==> config.mk <==
export PLATFORM = sky130hd
export DESIGN_NAME = sp_mem_ctrl
export DESIGN_NICKNAME = d
export VERILOG_FILES = /design/src/rtl/sp_mem_ctrl.sv
export SDC_FILE = /design/constraint.sdc
export NUM_CORES = 1
export LEC_CHECK = 0
export CORE_MARGIN = 3
export CORE_UTILIZATION = 30
export DETAILED_ROUTE_END_ITERATION = 7
export MAX_ROUTING_LAYER = met4
export PLACE_DENSITY_LB_ADDON = 0.08
export REMOVE_ABC_BUFFERS = 1
export SETUP_SLACK_MARGIN = 0.5
export SLEW_MARGIN = 5
export SYNTH_ARGS = -nofsm -noshare
export SYNTH_HDL_FRONTEND = slang
export SYNTH_SLANG_ARGS = --single-unit
==> constraint.sdc <==
create_clock -name i_clk -period 1.4 [get_ports i_clk]
set_input_delay 0.28 -clock i_clk [delete_from_list [all_inputs] [get_ports i_clk]]
set_output_delay 0.28 -clock i_clk [all_outputs]
set_load 0.01 [all_outputs]
==> src/rtl/sp_mem_ctrl.sv <==
// Single-port memory request front-end: posted writes, one outstanding read, held response.
// Optional SP_MEM_CTRL_STATS_EN adds saturating read/write acceptance counters.
module sp_mem_ctrl #(
    parameter int DATA_WIDTH = 8,
    parameter int ADDR_WIDTH = 8
) (
    input  logic                  i_clk,
    input  logic                  i_rst_n,
    input  logic                  i_req_valid,
    output logic                  o_req_ready,
    input  logic                  i_req_we,
    input  logic [ADDR_WIDTH-1:0] i_req_addr,
    input  logic [DATA_WIDTH-1:0] i_req_wdata,
    output logic                  o_rsp_valid,
    input  logic                  i_rsp_ready,
    output logic [DATA_WIDTH-1:0] o_rsp_data,
    output logic                  o_mem_wr_en,
    output logic                  o_mem_rd_en,
    output logic [ADDR_WIDTH-1:0] o_mem_addr,
    output logic [DATA_WIDTH-1:0] o_mem_wr_data,
    input  logic [DATA_WIDTH-1:0] i_mem_rd_data,
    output logic                  o_busy
`ifdef SP_MEM_CTRL_STATS_EN
    ,
    output logic [15:0]           o_rd_count,
    output logic [15:0]           o_wr_count
`endif
);

    typedef enum logic [1:0] {
        IDLE    = 2'd0,
        RD_WAIT = 2'd1,
        RESP    = 2'd2
    } state_t;

    state_t state, state_nxt;
    logic   acc, rd_acc, wr_acc;

    // Ready is computed outside the FSM process so acc never loops back into it.
    assign o_req_ready = (state == IDLE) || ((state == RESP) && i_rsp_ready);
    assign acc         = i_req_valid && o_req_ready;
    assign rd_acc      = acc && !i_req_we;
    assign wr_acc      = acc && i_req_we;

    assign o_mem_wr_en   = wr_acc;
    assign o_mem_rd_en   = rd_acc;
    assign o_mem_addr    = i_req_addr;
    assign o_mem_wr_data = i_req_wdata;
    assign o_busy        = (state != IDLE);

    always_ff @(posedge i_clk or negedge i_rst_n) begin
        if (!i_rst_n) state <= IDLE;
        else          state <= state_nxt;
    end

    always_comb begin
        state_nxt = state;
        case (state)
            IDLE:    if (rd_acc) state_nxt = RD_WAIT;
            RD_WAIT: state_nxt = RESP;
            RESP:    if (i_rsp_ready) state_nxt = rd_acc ? RD_WAIT : IDLE;
            default: state_nxt = IDLE;
        endcase
    end

    // Memory read data is only trusted in RD_WAIT; any other cycle it may be X.
    always_ff @(posedge i_clk or negedge i_rst_n) begin
        if (!i_rst_n) begin
            o_rsp_valid <= 1'b0;
            o_rsp_data  <= '0;
        end else if (state == RD_WAIT) begin
            o_rsp_valid <= 1'b1;
            o_rsp_data  <= i_mem_rd_data;
        end else if ((state == RESP) && i_rsp_ready) begin
            o_rsp_valid <= 1'b0;
        end
    end

`ifdef SP_MEM_CTRL_STATS_EN
    always_ff @(posedge i_clk or negedge i_rst_n) begin
        if (!i_rst_n) begin
            o_rd_count <= '0;
            o_wr_count <= '0;
        end else begin
            if (rd_acc && (o_rd_count != 16'hFFFF)) o_rd_count <= o_rd_count + 16'd1;
            if (wr_acc && (o_wr_count != 16'hFFFF)) o_wr_count <= o_wr_count + 16'd1;
        end
    end
`endif

endmodule

=== Yosys cells after proc, flatten, opt, wreduce, memory -nomap -nowiden ===
Index checks and enable logic that the tools add are counted.

* Register bits: 11
* Output and inout bits: 29
* Input bits: 29

* Equality and inequality tests: 4
* Mux-type cells: 6
* Reduce and logical (&&, ||, !) cells: 10

{| class="wikitable"
|+ Operator list
! kind !! number
|-
| 2-bit case mux with 3 select lines || 1
|-
| 1-bit logical AND || 4
|-
| 2-bit two-way mux || 2
|-
| 2-bit inequality test (second input constant) || 2
|-
| 2-bit nonzero test || 2
|-
| 1-bit two-way mux || 3
|-
| 2-bit by 1-bit equality test with 1-bit output (second input constant) || 1
|-
| 2-bit equality test (second input constant) || 1
|-
| 2-bit logical NOT || 1
|-
| 2-bit AND reduction || 1
|-
| 1-bit logical NOT || 1
|-
| 1-bit logical OR || 1
|}

=== Logic depth before layout (Yosys ltp) ===
Gate-level depths: netlist of run 1.

* Depth in word-level cells: 8
* Gate-level depth with buffers: 3

=== Worst setup path before layout of run 1 ===
Ideal clock, no wire load.

* Path type: flip-flop to output port
* From: register state[1]
* To: output o_mem_rd_en
* Arrival: 1.060 ns
* Path buffers: 0
* Setup slack: 0.060 ns
* Cell stages (with the launch flop): 3
* Cells stage by stage: dfrtp_1 and2b_1 nor4b_1

* Longest elaborated chain between the ends: 5
* Elaborated cells on any way between the ends: 6

{| class="wikitable"
|+ Ends and longest elaborated chain
! what !! line !! RTL
|-
| from (decl) || 36 || <nowiki>state_t state, state_nxt;</nowiki>
|-
| from (signal assigned) || 53 || <nowiki>else state <= state_nxt;</nowiki>
|-
| 2-bit equality test || 40 || <nowiki>assign o_req_ready = (state == IDLE) || ((state == RESP) && i_rsp_ready);</nowiki>
|-
| 1-bit logical AND || 40 ||
|-
| 1-bit logical OR (*) || 40 ||
|-
| 1-bit logical AND (*) || 41 || <nowiki>assign acc = i_req_valid && o_req_ready;</nowiki>
|-
| 1-bit logical AND (*) || 42 || <nowiki>assign rd_acc = acc && !i_req_we;</nowiki>
|-
| to (decl) || 18 || <nowiki>output logic o_mem_rd_en,</nowiki>
|}

Every way passes the cells marked *; elsewhere a longest branch is shown, timed or not.

=== Worst setup path in the final report of run 1 ===
Same ends and word-level chain as after synthesis.

==> metrics.txt, run 1 <==
status finished, violations left; failing checks setup timing; power per cell area 1290 nW/µm²; Die W around 52 µm; Max clock buf depth 2; Routed Wire Length 1610 µm; RSZ-0062 raised after global routing true; CP max FO 4; placed cell area 827 µm²; Synth area leaders dfrtp_1 44%, buf_4 19%, mux2_4 19%; I/O Buffers 25; Final min period about 1.5 ns; clock root buffer clkbuf_4; kind of end point of the critical path output port; Post-DP HPWL roughly 1100 µm; row cnt 15; vias in the first global route 467; maximum vdd drop 0.691 mV; Post-DRT Antenna Nets 0; DR vias 463; Crit. Startpoint state[1]; Die H 51.7 µm; Place WS -0.692 ns; CTS H-tree depth 1; largest net degree at the start of global routing 12; WHS 0.328 ns; Synth Flop Type dfrtp_1; worst-skew pair later-pin latency 0.26 ns; gr usage total 12.4%; max-cap violations 0; finished layout cell area 921 µm²; Num CTS Buffers 3; CP arrival 1.25 ns; Post-Synthesis Cell Area 626 µm²; core footprint approximately 1800 µm²; Leak between 0.0004 and 0.0005 µW; Worst Hold Class in -> async; slew margin rel. roughly 83%; clk_skew 0.00101 ns; cell with the most instances after synthesis buf_4; fin nets approximately 110; Mapped Cells 48; aggregate global routing overflow 0; Initial DRT Pass Iterations 2; initial core utilization about a third; Slew Viols, Final 0; asr flop ratio synth 100%; DIE AREA 2670 µm²; initial DRC count 5; final setup vio count 4; FF-to-FF path depth 6; worst-margin pin slew 0.249 ns; Clock transition at path regs 0.07 ns; IO Count 58; post-layout util between 50% and 60%; top cell type's share of synthesized area 44.0%; CTS tree done; layout cells sized above 1 64.6%; Post-CTS Hold Buffers 0; count of cell types in the netlist 14; Synth top cells by count 16 x buf_4, 11 x dfrtp_1, 8 x mux2_4; Final Hold Fails 0; final worst slack -0.127 ns; Post-synth EDFFs 0; wire per inst 15.5 µm; reg2reg setup slack 0.01 ns; period utilisation layout 109%; CTS Sinks 11; area delta synth->final 47.2%; Worst Setup Start Kind register; synthesized flop and latch total 11; RR Endpoint o_rsp_data[0]; Via density ~4.5; gp weighted congestion roughly 0.7; Antenna diodes 0; Worst R2R Start state[0]; post-synth top area cell dfrtp_1; drt drc 0; WS Path Type reg -> out; Synthesis Warnings 0; first-pass GRT wire length ~2300 µm; sequential-to-total area share from yosys stat 44.0%; Critical Path RT 1.12 ns; Post-Syn Area per Cell between 10 and 15 µm²; fmax 0.655 GHz; antenna violations before repair 0
worst max-delay path, stage by stage, from the launching register on:
cell     delay, ns
dfrtp_1       0.39
and2b_2       0.23
nor4b_2       0.21
buf_2         0.17
flip-flops by register name, indices dropped and copies added (netlist names):
register,cells
o_rsp_data,8
state,2
o_rsp_valid,1
layout make-up:
cell class / instances / area (µm²)
tap: 25 / 31.3
sequential: 11 / 275
inverter: 1 / 3.75
timing repair buffer: 44 / 362
multi-input combinational: 19 / 223
fill: 182 / 918
clock buffer: 4 / 26.3
metal layers:
metal	part of all wire, %	track usage (%)	vias to the layer above
met3	15	11.7	0
met5	0	-	-
li1	-	-	207
met4	0	1.31	0
met1	43	13.0	222
met2	42	17.6	34
kinds of logic (layout without fill, tap and decap cells):
logic type | count (synthesis) | after routing | share of synthesized area [%]
buffers and inverters | 18 | 49 | 23.0
flip-flops | 11 | 11 | 44.0
AND/OR/NAND/NOR | 9 | 9 | 11.0
multiplexers | 8 | 8 | 19.2
AO/OA/AOI/OAI | 2 | 2 | 2.80
per-stage QoR:
step	TNS, ns	power, µW	cells
floorplan	0	643	31
global placement	-2.11	912	89
detailed placement	-2.15	912	89
CTS	-0.540	1120	99
global route	-0.867	1250	104
finish	-0.440	1190	104
placed cells by master (no fill, tap or decap), types with 3 or more instances in the layout:
master           synthesis  final
dfrtp_1                 11     11
mux2_4                   8      8
buf_6                    0      8
buf_4                   16     13
clkdlybuf4s50_1          0     11
buf_2                    0     11
clkbuf_4                 0      3
timing repair:
action | in CTS | in global routing
endpoints found under the hold margin | 0 | 0
pin swaps | 2 | 1
setup endpoints to repair | 24 | 24
setup buffers | 6 | 5
gates resized for setup | 64 | 3
worst max path at each step:
stage                  end  slack [ns]  cells after the start
5_1_grt        o_mem_rd_en       -0.20                      3
2_1_floorplan  o_mem_rd_en        0.06                      2
6_report       o_mem_rd_en       -0.13                      3
3_5_place_dp   o_mem_rd_en       -0.69                      4
3_3_place_gp   o_mem_rd_en       -0.67                      4
4_1_cts        o_mem_rd_en       -0.19                      3
power by group:
group	internal [µW]	switching, µW
sequential	401	42.5
combinational	347	187
clock	110	99.9
Note: power is estimated with default switching activity, not from simulation.
==> run 2: changes to the inputs <==
Clock period 1.4 ns to 1.5 ns, I/O delays scaled along.
==> run 2 against run 1 <==
Compared with the run above: the run still ends with setup timing left; sequential share of layout area up 0.45 points; power decreased by 11%; global-route usage is 0.18 points lower; hold slack gained 0.033 ns; non-clock buffer count down 4; critical path type unchanged.
==> metrics.txt, run 2 (synthesized netlist as in run 1, its figures left out) <==
CTS Sinks 11; aggregate global routing overflow 0; fraction of power consumed by the clock network 18.6%; Filler Cell Count 177; kind of end point of the critical path output port; sequential share of power 39.3%; final setup vio count 4; layout cells sized above 1 60.0%; WHS about 0.36 ns; Psw slightly below 300 µW; post-layout util around half; Initial DRT Pass Iterations 2; DR vias between 400 and 500; Slew Viols, Final 0; initial core utilization 34.0%; Via density roughly 4.5; CTS tree done; clock root buffer clkbuf_4; Routed Wire Length 1500 µm; Int Power 762 µW; Antenna diodes 0; Leak 0.000439 µW; fraction of power spent switching nets between 20% and 30%; Critical Path RT 1.20 ns; gp weighted congestion about 0.68; CP arrival 1.30 ns; area delta synth->final 45.0%; power per cell area 1160 nW/µm²; status finished, violations left; Worst Setup Start Kind register; largest net degree at the start of global routing 12; Die H 51.7 µm; DIE AREA 2670 µm²; Clock transition at path regs 0.07 ns; failing checks setup timing; slew margin rel. 67.8%; most frequent cells in the layout 11 x clkdlybuf4s50_1, 11 x dfrtp_1, 11 x buf_2; Post-DRT Antenna Nets 0; Final Hold Fails 0; drt drc 0; first-pass GRT wire length 2260 µm; wire per inst 15.0 µm; non-filler instance count after layout 100; Num CTS Buffers 3; Die W roughly 52 µm; core footprint between 1500 and 2000 µm²; Tot Pwr 1050 µW; CP max FO 4; Final min period between 1.5 and 2 ns; antenna violations before repair 0; fin nets 105; I/O Buffers 25; fmax around 0.63 GHz; dpl cells 86; Max clock buf depth 2; Worst Hold Class in -> async; max-cap violations 0; portion of total power attributed to combinational logic between 40% and 50%; final worst slack -0.0977 ns; WS Path Type reg -> out; RSZ-0062 raised after global routing true; initial DRC count 5; worst-skew pair later-pin latency between 0.2 and 0.3 ns; period utilisation layout 107%; number of flip-flops in the largest register 8; row cnt 15; gr usage total 12.2%; clk_skew ~0.00065 ns; worst-margin pin slew 0.481 ns; maximum vdd drop slightly below 0.8 mV; Most flops, register o_rsp_data; vias in the first global route ~500; Post-DP HPWL 1060 µm; placed cell area 805 µm²; IO Count 58; finished layout cell area a little over 900 µm²; largest registers o_rsp_data x8, state x2, o_rsp_valid x1; CTS H-tree depth 1
==> run 2: layout make-up <==
cell class,instances,area (µm²),share of cell area [%]
repair buffers,40,352,38.8
flip-flops and latches,11,275,30.3
multi-input cells,19,219,24.1
well taps,25,31.3,3.45
clock buffers,4,26.3,2.90
inverters,1,3.75,0.414
==> run 2: power groups by stage <==
stage | registers (µW) | clock network [µW] | logic, µW
after floorplan | 461 | 0 | 139
after global placement | 422 | 0 | 423
after detailed placement | 423 | 0 | 421
after CTS | 411 | 208 | 405
after global routing | 425 | 227 | 474
final | 414 | 196 | 442
==> run 2: per-layer routing <==
metal	track usage, %	part of all wire, %	vias up
met5	-	0	-
met4	1.31	0	0
met3	13.2	19	0
met2	15.7	41	37
met1	13.2	40	212
li1	-	-	199
==> run 2: path summary, 6_finish.rpt <==
kind | startpoint | endpoint | slack [ns] | cells past startpoint
min | i_rst_n | o_rsp_data[6] | 0.36 | 1
min in group i_clk | i_rsp_ready | o_rsp_valid | 0.38 | 2
min reg2reg | o_rsp_data[4] | o_rsp_data[4] | 0.50 | 1
max reg2reg | state[1] | o_rsp_data[7] | 0.06 | 6
max | state[1] | o_mem_rd_en | -0.1 | 3
max in group asynchronous | i_rst_n | o_rsp_data[5] | 0.82 | 1
==> run 2: what timing repair did <==
| action | 4_1_cts | 5_1_grt |
|---|---|---|
| setup endpoints to repair | 23 | 23 |
| hold buffers | 0 | 0 |
| gates resized for setup | 61 | 7 |
| hold endpoints to repair | 0 | 0 |
| buffers inserted | 7 | 3 |
| pin swaps | 2 | 2 |
==> run 2: critical path, cell delays in order (launching register included) <==
cell,delay [ns]
dfrtp_1,0.38
and2b_2,0.22
nor4b_2,0.26
buf_2,0.17
==> run 2: metrics by stage <==
stage / setup WS, ns / TNS (ns)
2_1_floorplan: 0.140 / 0
3_3_place_gp: -0.623 / -1.85
3_5_place_dp: -0.666 / -1.89
4_1_cts: -0.128 / -0.233
5_1_grt: -0.174 / -0.423
6_report: -0.0977 / -0.170
